==> src/rtl/alu_pkg.sv <==
// Shared op-code constants and sequencer state encoding for the multi-word ALU.
// Code 0111 is unassigned and behaves as an undefined op (result 0, carry 0).
package alu_pkg;

  localparam int unsigned OP_W = 4;

  localparam logic [OP_W-1:0] OP_PASS = 4'b0000;
  localparam logic [OP_W-1:0] OP_ADD  = 4'b0001;
  localparam logic [OP_W-1:0] OP_ADC  = 4'b0010;
  localparam logic [OP_W-1:0] OP_SUB  = 4'b0011;
  localparam logic [OP_W-1:0] OP_SBB  = 4'b0100;
  localparam logic [OP_W-1:0] OP_INC  = 4'b0101;
  localparam logic [OP_W-1:0] OP_DEC  = 4'b0110;
  localparam logic [OP_W-1:0] OP_AND  = 4'b1000;
  localparam logic [OP_W-1:0] OP_XOR  = 4'b1001;
  localparam logic [OP_W-1:0] OP_OR   = 4'b1010;
  localparam logic [OP_W-1:0] OP_NOT  = 4'b1011;

  typedef enum logic [1:0] {
    ST_IDLE = 2'd0,
    ST_RUN  = 2'd1,
    ST_DONE = 2'd2
  } state_t;

endpackage

==> src/rtl/alu_core.sv <==
// Single-word combinational ALU; carry/borrow is bit DATA_SIZE of the widened
// sum or difference, and is zero for pass, logic and undefined codes.
module alu_core
  import alu_pkg::*;
#(
  parameter int unsigned DATA_SIZE    = 8,
  parameter int unsigned OP_CODE_SIZE = 4
) (
  input  logic [OP_CODE_SIZE-1:0] op_in,
  input  logic                    cin_in,
  input  logic [DATA_SIZE-1:0]    a_in,
  input  logic [DATA_SIZE-1:0]    b_in,
  output logic [DATA_SIZE-1:0]    y_c,
  output logic                    co_c
);

  localparam int unsigned EXT_W = DATA_SIZE + 1;

  logic [EXT_W-1:0] a_ext;
  logic [EXT_W-1:0] b_ext;
  logic [EXT_W-1:0] cin_ext;
  logic [EXT_W-1:0] sum;
  logic             arith;

  always_comb begin
    a_ext   = {1'b0, a_in};
    b_ext   = {1'b0, b_in};
    cin_ext = EXT_W'(cin_in);
    sum     = '0;
    arith   = 1'b0;
    y_c     = '0;
    co_c    = 1'b0;
    case (op_in)
      OP_CODE_SIZE'(OP_PASS): y_c = a_in;
      OP_CODE_SIZE'(OP_ADD):  begin sum = a_ext + b_ext;           arith = 1'b1; end
      OP_CODE_SIZE'(OP_ADC):  begin sum = a_ext + b_ext + cin_ext; arith = 1'b1; end
      OP_CODE_SIZE'(OP_SUB):  begin sum = a_ext - b_ext;           arith = 1'b1; end
      OP_CODE_SIZE'(OP_SBB):  begin sum = a_ext - b_ext - cin_ext; arith = 1'b1; end
      OP_CODE_SIZE'(OP_INC):  begin sum = a_ext + EXT_W'(1);       arith = 1'b1; end
      OP_CODE_SIZE'(OP_DEC):  begin sum = a_ext - EXT_W'(1);       arith = 1'b1; end
      OP_CODE_SIZE'(OP_AND):  y_c = a_in & b_in;
      OP_CODE_SIZE'(OP_XOR):  y_c = a_in ^ b_in;
      OP_CODE_SIZE'(OP_OR):   y_c = a_in | b_in;
      OP_CODE_SIZE'(OP_NOT):  y_c = ~a_in;
      default: ;
    endcase
    if (arith) begin
      y_c  = sum[DATA_SIZE-1:0];
      co_c = sum[DATA_SIZE];
    end
  end

endmodule

==> src/rtl/alu_mp_seq.sv <==
// Multi-word ALU sequencer: runs alu_core over NUM_WORDS words, LSB word first.
// Define ALU_MP_SEQ_ZERO_FLAG_EN to add the registered zero_out result flag.
module alu_mp_seq
  import alu_pkg::*;
#(
  parameter int unsigned DATA_SIZE    = 8,
  parameter int unsigned OP_CODE_SIZE = 4,
  parameter int unsigned NUM_WORDS    = 4
) (
  input  logic                              clk_in,
  input  logic                              rst_in,
  input  logic                              start_in,
  input  logic [OP_CODE_SIZE-1:0]           op_code_in,
  input  logic                              cin_in,
  input  logic [NUM_WORDS*DATA_SIZE-1:0]    a_in,
  input  logic [NUM_WORDS*DATA_SIZE-1:0]    b_in,
  output logic                              busy_out,
  output logic                              done_out,
  output logic [NUM_WORDS*DATA_SIZE-1:0]    result_out,
  output logic                              co_out
`ifdef ALU_MP_SEQ_ZERO_FLAG_EN
  ,
  output logic                              zero_out
`endif
);

  localparam int unsigned W     = NUM_WORDS * DATA_SIZE;
  localparam int unsigned CNT_W = $clog2(NUM_WORDS);

  localparam logic [OP_CODE_SIZE-1:0] C_ADD = OP_CODE_SIZE'(OP_ADD);
  localparam logic [OP_CODE_SIZE-1:0] C_ADC = OP_CODE_SIZE'(OP_ADC);
  localparam logic [OP_CODE_SIZE-1:0] C_SUB = OP_CODE_SIZE'(OP_SUB);
  localparam logic [OP_CODE_SIZE-1:0] C_SBB = OP_CODE_SIZE'(OP_SBB);
  localparam logic [OP_CODE_SIZE-1:0] C_INC = OP_CODE_SIZE'(OP_INC);
  localparam logic [OP_CODE_SIZE-1:0] C_DEC = OP_CODE_SIZE'(OP_DEC);

  state_t                  state_q, state_d;
  logic [CNT_W-1:0]        cnt_q, cnt_d;
  logic [OP_CODE_SIZE-1:0] op_q, op_d;
  logic                    cin_q, cin_d;
  logic [W-1:0]            a_q, a_d;
  logic [W-1:0]            b_q, b_d;
  logic [W-1:0]            result_q, result_d;
  logic                    carry_q, carry_d;
  logic                    busy_q, busy_d;
  logic                    done_q, done_d;

  logic                    accept;
  logic                    last_word;
  logic [OP_CODE_SIZE-1:0] word_op;
  logic                    word_cin;
  logic [DATA_SIZE-1:0]    word_b;
  logic [DATA_SIZE-1:0]    word_y;
  logic                    word_co;

  assign accept    = start_in && (state_q != ST_RUN);
  assign last_word = (cnt_q == CNT_W'(NUM_WORDS - 1));

  // Upper words continue the chain: single-word ops become their carry forms.
  always_comb begin
    word_op  = op_q;
    word_cin = cin_q;
    word_b   = b_q[DATA_SIZE-1:0];
    if (cnt_q != '0) begin
      word_cin = carry_q;
      case (op_q)
        C_ADD, C_ADC: word_op = C_ADC;
        C_SUB, C_SBB: word_op = C_SBB;
        C_INC: begin word_op = C_ADC; word_b = '0; end
        C_DEC: begin word_op = C_SBB; word_b = '0; end
        default: ;
      endcase
    end
  end

  alu_core #(
    .DATA_SIZE    (DATA_SIZE),
    .OP_CODE_SIZE (OP_CODE_SIZE)
  ) u_alu_core (
    .op_in  (word_op),
    .cin_in (word_cin),
    .a_in   (a_q[DATA_SIZE-1:0]),
    .b_in   (word_b),
    .y_c    (word_y),
    .co_c   (word_co)
  );

  always_comb begin
    state_d  = state_q;
    cnt_d    = cnt_q;
    op_d     = op_q;
    cin_d    = cin_q;
    a_d      = a_q;
    b_d      = b_q;
    result_d = result_q;
    carry_d  = carry_q;
    case (state_q)
      ST_IDLE, ST_DONE: begin
        if (accept) begin
          state_d = ST_RUN;
          cnt_d   = '0;
          op_d    = op_code_in;
          cin_d   = cin_in;
          a_d     = a_in;
          b_d     = b_in;
        end else begin
          state_d = ST_IDLE;
        end
      end
      ST_RUN: begin
        // Result fills from the top so word 0 lands at the bottom after the last shift.
        a_d      = a_q >> DATA_SIZE;
        b_d      = b_q >> DATA_SIZE;
        result_d = {word_y, result_q[W-1:DATA_SIZE]};
        carry_d  = word_co;
        cnt_d    = cnt_q + CNT_W'(1);
        if (last_word) state_d = ST_DONE;
      end
      default: state_d = ST_IDLE;
    endcase
    busy_d = (state_d == ST_RUN);
    done_d = (state_d == ST_DONE);
  end

  always_ff @(posedge clk_in) begin
    if (rst_in) begin
      state_q  <= ST_IDLE;
      cnt_q    <= '0;
      op_q     <= '0;
      cin_q    <= 1'b0;
      a_q      <= '0;
      b_q      <= '0;
      result_q <= '0;
      carry_q  <= 1'b0;
      busy_q   <= 1'b0;
      done_q   <= 1'b0;
    end else begin
      state_q  <= state_d;
      cnt_q    <= cnt_d;
      op_q     <= op_d;
      cin_q    <= cin_d;
      a_q      <= a_d;
      b_q      <= b_d;
      result_q <= result_d;
      carry_q  <= carry_d;
      busy_q   <= busy_d;
      done_q   <= done_d;
    end
  end

  assign busy_out   = busy_q;
  assign done_out   = done_q;
  assign result_out = result_q;
  assign co_out     = carry_q;

`ifdef ALU_MP_SEQ_ZERO_FLAG_EN
  logic zero_q, zero_d;

  // Flag follows the final result and holds with it until the next start.
  always_comb begin
    zero_d = zero_q;
    if (accept) begin
      zero_d = 1'b0;
    end else if (state_q == ST_RUN && last_word) begin
      zero_d = (result_d == '0);
    end
  end

  always_ff @(posedge clk_in) begin
    if (rst_in) zero_q <= 1'b0;
    else        zero_q <= zero_d;
  end

  assign zero_out = zero_q;
`endif

endmodule

==> config.mk <==
export PLATFORM = sky130hd
export DESIGN_NAME = alu_mp_seq
export DESIGN_NICKNAME = d
export VERILOG_FILES = /design/src/rtl/alu_pkg.sv /design/src/rtl/alu_core.sv /design/src/rtl/alu_mp_seq.sv
export SDC_FILE = /design/constraint.sdc
export NUM_CORES = 1
export LEC_CHECK = 0
export CORE_ASPECT_RATIO = 1.5
export CORE_MARGIN = 1
export CORE_UTILIZATION = 45
export DETAILED_ROUTE_END_ITERATION = 6
export PLACE_DENSITY = 0.69
export SETUP_SLACK_MARGIN = 0.3
export SLEW_MARGIN = 15
export SYNTH_ARGS = -nofsm -noshare
export SYNTH_HDL_FRONTEND = slang
export SYNTH_HIERARCHICAL = 1
export SYNTH_SLANG_ARGS = --single-unit
==> constraint.sdc <==
create_clock -name clk_in -period 5.1 [get_ports clk_in]
set_clock_uncertainty 0.1 [all_clocks]
set_input_delay 0.765 -clock clk_in [delete_from_list [all_inputs] [get_ports clk_in]]
set_output_delay 0.765 -clock clk_in [all_outputs]
set_load 0.03 [all_outputs]
Word level (Yosys, flattened, before mapping). Index checks and enable logic that the tools add are counted. W data, S select, Z words.

Bits in registers: 108. Bits of input ports: 72. Output and inout bits: 35.

$add $sub $neg: 7. Equal/unequal tests: 23. Muxes and demuxes: 19. Bitwise gates (word level): 4. Reductions and logical operators: 12.

Operators by type and width (count): $pmux W32 S2 (2); $mux W32 (2); $pmux W9 S6 (1); $pmux W8 S5 (1); $eq A4 B3 Y1 const B (6); $mux W8 (3); $eq A4 B2 Y1 const B (4); $eq A4 B4 Y1 const B (4); $add A8 B1 Y9 const B (1); $add A8 B8 Y9 (1); $add A9 B1 Y9 (1); $sub A8 B1 Y9 const B (1); $sub A8 B8 Y9 (1); $sub A9 B1 Y9 (1); $and A8 B8 Y8 (1); $eq A4 B1 Y1 const B (2); $not A8 Y8 (1); $or A8 B8 Y8 (1); $pmux W2 S2 (2); $pmux W4 S2 (1); $xor A8 B8 Y8 (1); $eq A2 B2 Y1 const B (3); $reduce_or A3 Y1 (2); $reduce_or A6 Y1 (1); other kinds (13) (21).

Logic depth before layout (Yosys ltp). Gate-level depths: netlist of the first run.

Word-level depth: 8. Gate-level depth with buffers: 18. Gate-level depth less buffers: 17.

Cells and area by module. The synthesis of the first run kept the hierarchy.

Modules (own cells, without submodules): alu_mp_seq (times used 1, cells each 501, area each 4177.8 um2, seq. area each 2162.1 um2); alu_core (times used 1, cells each 299, area each 2207.1 um2, seq. area each 0.0 um2).

Worst setup path before layout of the first run. No wires, ideal clock.

Path type: register to register. Start point: register cnt_q[0]. End point: register carry_q, in the netlist co_out. Library setup time: 0.132 ns. Arrival time: 3.778 ns. Required time: 4.868 ns. Setup slack: 1.090 ns. Stages on the path, launching flop included: 19. Buffers on the path: 1. Period minus slack after synthesis: 4.010 ns. Cell sequence: dfxtp_1 > inv_1 > ha_1 > nor2_1 > nand2_1 > o2bb2ai_1 > clkbuf_1 > nand2b_1 > nor2_1 > ha_1 > a21oi_1 > nor2b_1 > a311oi_1 > a21oi_1 > mux2i_1 > nand3_1 > or4_1 > nand2_1 > a21oi_1.

Cells in the longest elaborated chain, start to end: 6. Elaborated cells on any way between the ends: 18.

Ends and longest elaborated chain: start, declared (RTL line alu_mp_seq.sv:38) `logic [CNT_W-1:0] cnt_q, cnt_d;`; start signal, assigned (RTL line alu_mp_seq.sv:139) `cnt_q <= cnt_d;`; $reduce_bool A2 Y1 * (RTL line alu_mp_seq.sv:64) `if (cnt_q != '0) begin`; $mux W4 * (RTL line alu_mp_seq.sv:64); via word_op[1] (RTL line alu_mp_seq.sv:50) `logic [OP_CODE_SIZE-1:0] word_op;`; $eq A4 B1 Y1 (tied with other cells) (RTL line alu_core.sv:33) `case (op_in)`; $reduce_or A6 Y1 (no line); $mux W1 (RTL line alu_core.sv:33); $mux W1 * (RTL line alu_core.sv:47) `if (arith) begin`; via word_co (RTL line alu_mp_seq.sv:54) `logic word_co;`; end signal, assigned (RTL line alu_mp_seq.sv:145) `carry_q <= carry_d;`; end, declared (RTL line alu_mp_seq.sv:44) `logic carry_q, carry_d;`.

The timed path passes the listed nets; every way through them passes the cells marked *. A chain may end at the register's enable or synchronous reset.

Final worst setup path of the first run. Same ends and word-level chain as after synthesis.

==> results by group, run 1 <==
Worst setup path
  • CP Capture Type: flop
  • Worst reg2reg setup slack: 780 ps
  • Req. time, crit path: 5180 ps
  • WS Path Type: reg2reg
  • Startpoint types: flop
  • Crit path from: cnt_q[0]
  • Crit-path cells: inv_1, ha_1, nor2_1, nand2_1, mux2_2, nand2b_1, nor2_2, ha_1, a21oi_1, nor2b_1, a311oi_1, a21oi_1, mux2i_1, nand3_1, or4_1, nand2_1, a21oi_1
  • Crit path to: co_out
  • Reg2reg start: cnt_q[0]
  • Number of cells on the critical path: 17
  • Reg2reg end: co_out
  • Worst Reg-to-Reg Cells: 17
  • Critical Path Slowest Stage Cell: or4_1
  • Largest stage delay, worst path: 510 ps
  • Critical-path maximum fanout: 18
  • Delay-heaviest family, CP: simple AND/OR/NAND/NOR gates
  • Crit path DAT: 4400 ps
  • CP bufs+invs: 1
  • Worst path most repeated cell: a21oi_1

Detailed routing
  • ANT nets after route: 0
  • Detailed-route vias per instance: 5.88
  • Routed len/inst: 18.3 um
  • Residual DRC: 0
  • DR vias: 6050
  • Drt first pass iters: 5
  • WL final: 18.8 mm
  • Initial DRC count: 350

Synth
  • Yosys cell types: 71
  • Synthesized flop and latch total: 108
  • Yosys warnings: 6
  • Post-synth design cell area: 6380 um^2
  • Syn_nets: 912
  • Syn avg cell area: 7.98 um^2
  • Fraction of registers with async set or reset after synthesis: 0%
  • Post-synth EDFFs: 0
  • Register area share after synthesis: 33.9%
  • Primary FF master, synth: dfxtp_1
  • Synth Instances: 800

Global routing
  • Number of global-route vias before repair: 6038
  • Largest net degree at the start of global routing: 109
  • First-pass GRT wire length: 30.7 mm
  • All-Layer GR Usage: 26.1%
  • Initial antenna violation count: 0
  • Gr ovfl total: 0

STA
  • Final min period: 4320 ps
  • Slew Viols, Final: 0
  • Final setup vio count: 0
  • Fmax: 231 MHz
  • Tightest Pin Transition: 1090 ps
  • Endpoints failing hold: 0
  • Relative slew slack: 27.5%
  • Fin Hold WS: 362 ps
  • Unrepaired setup endpoints after global routing: no
  • Fin Setup TNS: 0 ps
  • Final worst-path cycle share: 84.7%

Floorplanning
  • Row count: 53
  • Die H: 148 um
  • DIE AREA: 14700 um^2
  • Initial Util: 45.8%
  • Core Area: 13900 um^2
  • Die W: 99.3 um
  • IO Pins: 107

Layout
  • Most frequent cells in the layout: a21oi_1 (124), nand2_1 (111), dfxtp_1 (108), clkdlybuf4s50_1 (105), nand3_1 (75)
  • Utilization after layout: 55.6%
  • ANT cells: 0
  • Final Net Count: 971
  • Share of layout cells above drive strength 1: 5.56%
  • Post-route cell area: 7740 um^2
  • Area delta synth->final: 21.2%
  • Most common cell after layout, fill and taps aside: a21oi_1
  • Post-Layout Cell Count: 1029

Clock network
  • CTS sink cnt: 108
  • CTS tree: yes
  • H-tree depth reported by CTS: 3
  • Root Buffer: clkbuf_16
  • Clk slew on worst S/H paths: 70 ps
  • Clock Latency Late Sink: 340 ps
  • CTS buffer count: 9
  • Clock tree buffer depth: 2
  • Post-CTS Repair Setup Buffers: 0

Pwr
  • Logic pwr share: 25.2%
  • Switch share: 31.2%
  • Int Power: 1.55 mW
  • Leak Pwr: 2.78 nW
  • Pwr/cell area: 291 nW/um^2
  • Seq pwr share: 41.0%
  • Max rail drop VDD: 0.000201 V
  • Power share of the clock group: 33.8%
  • Net load switching power: 0.704 mW

Worst hold path
  • Hold Path Cell Cnt: 2
  • Worst Hold Class: reg2reg

Place
  • Placed inst area: 7410 um^2
  • GPL Wtd Cong: 0.957
  • # placed instances: 1013
  • Post-DP HPWL: 13.5 mm
  • Port-buffer cells: 106

Outcome
  • Outcome: complete, no violations

Job
  • Max Cap Viol: 0
## synth_stat cells, drive strengths merged, types with 10 or more instances
cell | count | area share [%]
nor2 | 24 | 1.5
xor2 | 15 | 2.4
and2 | 10 | 1.0
nand2 | 111 | 6.5
o211ai | 11 | 1.3
nand3 | 75 | 5.9
dfxtp | 108 | 34
nor3 | 10 | 0.94
a21oi | 124 | 9.7
ha | 37 | 7.3
a22oi | 54 | 6.3
buf | 42 | 3.5
o21ai | 20 | 1.6
inv | 27 | 1.6
clkbuf | 23 | 1.4
## worst min-delay path, stage by stage, from the launching register on
cell	delay, ps
dfxtp_1	310
nand2_1	50
a21oi_1	50
## kinds of logic after synthesis
kind of cell | share of synthesized area [%]
flip-flops | 33.9
AO/OA/AOI/OAI | 25.3
buffers and inverters | 6.49
XOR/XNOR | 3.57
AND/OR/NAND/NOR | 20.7
adder cells (fa/ha/maj) | 8.19
multiplexers | 1.92
## layout make-up
class	instances	area [um^2]
repair buffers	113	1110
inverters	27	101
clock buffers	10	229
fillers	1306	6180
multi-input cells	600	3840
flip-flops and latches	108	2160
well taps	165	206
clock inverters	6	95.1
## registers in the layout (all words and copies together) (netlist names)
register / count
a_q: 32
b_q: 32
result_out: 32
op_q: 4
cnt_q: 2
state_q: 2
busy_out: 1
cin_q: 1
co_out: 1
done_out: 1
## per-stage QoR
step	power (mW)	setup slack (ps)
3_5_place_dp	1.51	692
2_1_floorplan	1.32	1090
6_report	2.25	778
3_3_place_gp	1.50	851
4_1_cts	2.27	652
5_1_grt	2.37	398
## layer usage
| layer | vias up | global-route usage (%) | routed length, um |
|---|---|---|---|
| met5 | - | 0 | 0 |
| met4 | 0 | 12.6 | 779 |
| met3 | 36 | 2.84 | 640 |
| met2 | 164 | 45.5 | 9580 |
| met1 | 2872 | 31.7 | 7810 |
| li1 | 2978 | - | - |
## worst min path at each step
stage	start	to	slack, ps
floorplan	cin_q	cin_q	330
global placement	result_out[6]	result_out[6]	340
detailed placement	result_out[7]	result_out[7]	350
CTS	result_out[7]	result_out[7]	360
global route	result_out[7]	result_out[7]	370
finish	result_out[7]	result_out[7]	360
## repair_timing
action                                  CTS  global route
hold buffers                              0             0
resized for setup                         0             1
endpoints found under the hold margin     0             0
endpoints found under the setup margin    0             1
## power by group through the flow
stage / logic (mW) / clock network (mW) / registers (mW)
3_5_place_dp: 0.560 / 0 / 0.945
3_3_place_gp: 0.551 / 0 / 0.944
5_1_grt: 0.616 / 0.818 / 0.932
4_1_cts: 0.564 / 0.779 / 0.926
2_1_floorplan: 0.382 / 0 / 0.942
6_report: 0.567 / 0.763 / 0.925
No activity file was read; power rests on OpenSTA's default activity.
==> run 2, diff against run 1 <==
--- a/config.mk
+++ b/config.mk
@@ -9,7 +9,7 @@
 export CORE_MARGIN = 1
 export CORE_UTILIZATION = 45
 export DETAILED_ROUTE_END_ITERATION = 6
-export PLACE_DENSITY = 0.69
+export PLACE_DENSITY = 0.72
 export SETUP_SLACK_MARGIN = 0.3
 export SLEW_MARGIN = 15
 export SYNTH_ARGS = -nofsm -noshare
==> constraint.sdc (replaced) <==
create_clock -name clk_in -period 3.6 [get_ports clk_in]
set_clock_uncertainty 0.1 [all_clocks]
set_input_delay 0.54 -clock clk_in [delete_from_list [all_inputs] [get_ports clk_in]]
set_output_delay 0.54 -clock clk_in [all_outputs]
set_load 0.03 [all_outputs]
==> results by group, run 2 (synthesis gave the netlist of run 1 again) <==
Worst hold path
  • Hold worst-path end: result_out[3]
  • Worst Hold Class: reg2reg
  • Hold Path Cell Cnt: 2
  • HP Start: result_out[3]

Floorplanning
  • DIE AREA: 14700 um^2
  • IO Pins: 107
  • Core Area: 13900 um^2
  • Initial Util: 45.8%
  • Die W: 99.3 um
  • Die H: 148 um
  • Row count: 53

STA
  • Slew Viols, Final: 0
  • Endpoints failing hold: 0
  • Final setup vio count: 0
  • Fmax: 288 MHz
  • Final worst-path cycle share: 96.4%
  • Unrepaired setup endpoints after global routing: yes
  • Tightest Pin Transition: 1130 ps
  • Relative slew slack: 24.3%
  • Final min period: 3470 ps
  • Fin Hold WS: 360 ps

Worst setup path
  • Startpoint types: flop
  • WS Path Type: reg2reg
  • Worst path most repeated cell: or4_1
  • Worst reg2reg setup slack: 130 ps
  • Worst Reg-to-Reg Cells: 16
  • Crit path DAT: 3570 ps
  • Req. time, crit path: 3700 ps
  • Reg2reg start: cnt_q[0]
  • Reg2reg end: co_out
  • CP Capture Type: flop
  • Critical-path maximum fanout: 8
  • Critical Path Slowest Stage Cell: or4_1
  • Crit-path cells: inv_2, ha_4, nor2_4, nand3_4, and2_1, inv_1, ha_1, nor2_1, o211ai_1, a21boi_1, xnor2_1, or4_1, nand3_1, or4_1, nand2_1, a21oi_1
  • Largest stage delay, worst path: 470 ps

Layout
  • ANT cells: 0
  • Final Net Count: 1017
  • Most common cell after layout, fill and taps aside: a21oi_1
  • Share of layout cells above drive strength 1: 14.9%
  • Area delta synth->final: 31.6%
  • Utilization after layout: 60.4%
  • Most frequent cells in the layout: a21oi_1 (119), nand2_1 (109), dfxtp_1 (106), clkdlybuf4s50_1 (105), nand3_1 (74)

Detailed routing
  • Residual DRC: 0
  • Initial DRC count: 445
  • WL final: 18.9 mm
  • Drt first pass iters: 7
  • DR vias: 6337
  • Routed len/inst: 17.6 um
  • Detailed-route vias per instance: 5.89
  • ANT nets after route: 0

Clock network
  • CTS buffer count: 9
  • H-tree depth reported by CTS: 3
  • CTS sink cnt: 108
  • Clock Latency Late Sink: 350 ps
  • Clk slew on worst S/H paths: 80 ps
  • Root Buffer: clkbuf_16
  • Clock tree buffer depth: 2
  • CTS tree: yes

Pwr
  • Leak Pwr: 3.07 nW
  • Max rail drop VDD: 0.000282 V
  • Pwr/cell area: 390 nW/um^2

Global routing
  • Largest net degree at the start of global routing: 103
  • Initial antenna violation count: 0
  • All-Layer GR Usage: 26.0%
  • Gr ovfl total: 0
  • Number of global-route vias before repair: 6006
  • First-pass GRT wire length: 30.4 mm

Place
  • Port-buffer cells: 106
  • GPL Wtd Cong: 0.927
  • Post-DP HPWL: 13.0 mm

Job
  • Max Cap Viol: 0

Outcome
  • Outcome: complete, no violations
==> run 2: final cells by class <==
cell class	instances	area, um^2
clock buffers	10	239
inverters	27	101
well taps	165	206
clock inverters	6	71.3
flip-flops and latches	108	2160
repair buffers	159	1510
multi-input cells	600	4120
fillers	1229	5520
==> run 2: what timing repair did <==
| item | CTS | global route |
|---|---|---|
| setup buffers | 8 | 4 |
| pin swaps | 8 | 12 |
| resized for setup | 8 | 30 |
| setup endpoints to repair | 3 | 7 |
| cloned | 1 | 0 |
| hold buffers | 0 | 0 |
| hold endpoints to repair | 0 | 0 |
==> run 2: report_power, final <==
| part | internal [mW] | total [mW] | switching [mW] |
|---|---|---|---|
| combinational | 0.424 | 0.943 | 0.519 |
| clock | 0.567 | 1.04 | 0.469 |
| sequential | 1.26 | 1.30 | 0.0457 |
==> run 2: worst max path at each step <==
| stage | start | end | slack [ps] | cells after the start |
|---|---|---|---|---|
| 4_1_cts | cnt_q[0] | co_out | 170 | 18 |
| 3_3_place_gp | cnt_q[0] | co_out | 130 | 16 |
| 6_report | cnt_q[0] | co_out | 130 | 16 |
| 2_1_floorplan | cnt_q[0] | co_out | 280 | 18 |
| 3_5_place_dp | cnt_q[0] | co_out | 50 | 16 |
| 5_1_grt | op_q[0] | co_out | -70 | 14 |
==> run 2: through the flow <==
step                cells  instance area, um^2  power, mW  setup TNS, ps  worst slack [ps]
floorplan             800                 6510       1.89              0               281
global placement     1046                 7780       2.19              0               133
detailed placement   1046                 7780       2.20              0              53.5
CTS                  1071                 8240       3.24              0               175
global route         1075                 8410       3.42          -70.5             -70.5
finish               1075                 8410       3.28              0               129
==> run 2: layer usage <==
metal | GRT usage (%) | part of all wire (%)
met5 | 0 | 0
met3 | 3.17 | 3.9
met1 | 30.8 | 40
met4 | 14.6 | 5.0
met2 | 45.1 | 51
==> run 2: critical path: cells and delay by family (launching register included) <==
family	cells	cell delay [ps]
adder cells (fa/ha/maj)	2	500
AO/OA/AOI/OAI	3	440
XOR/XNOR	1	460
flip-flops	1	330
buffers and inverters	2	150
AND/OR/NAND/NOR	8	1330
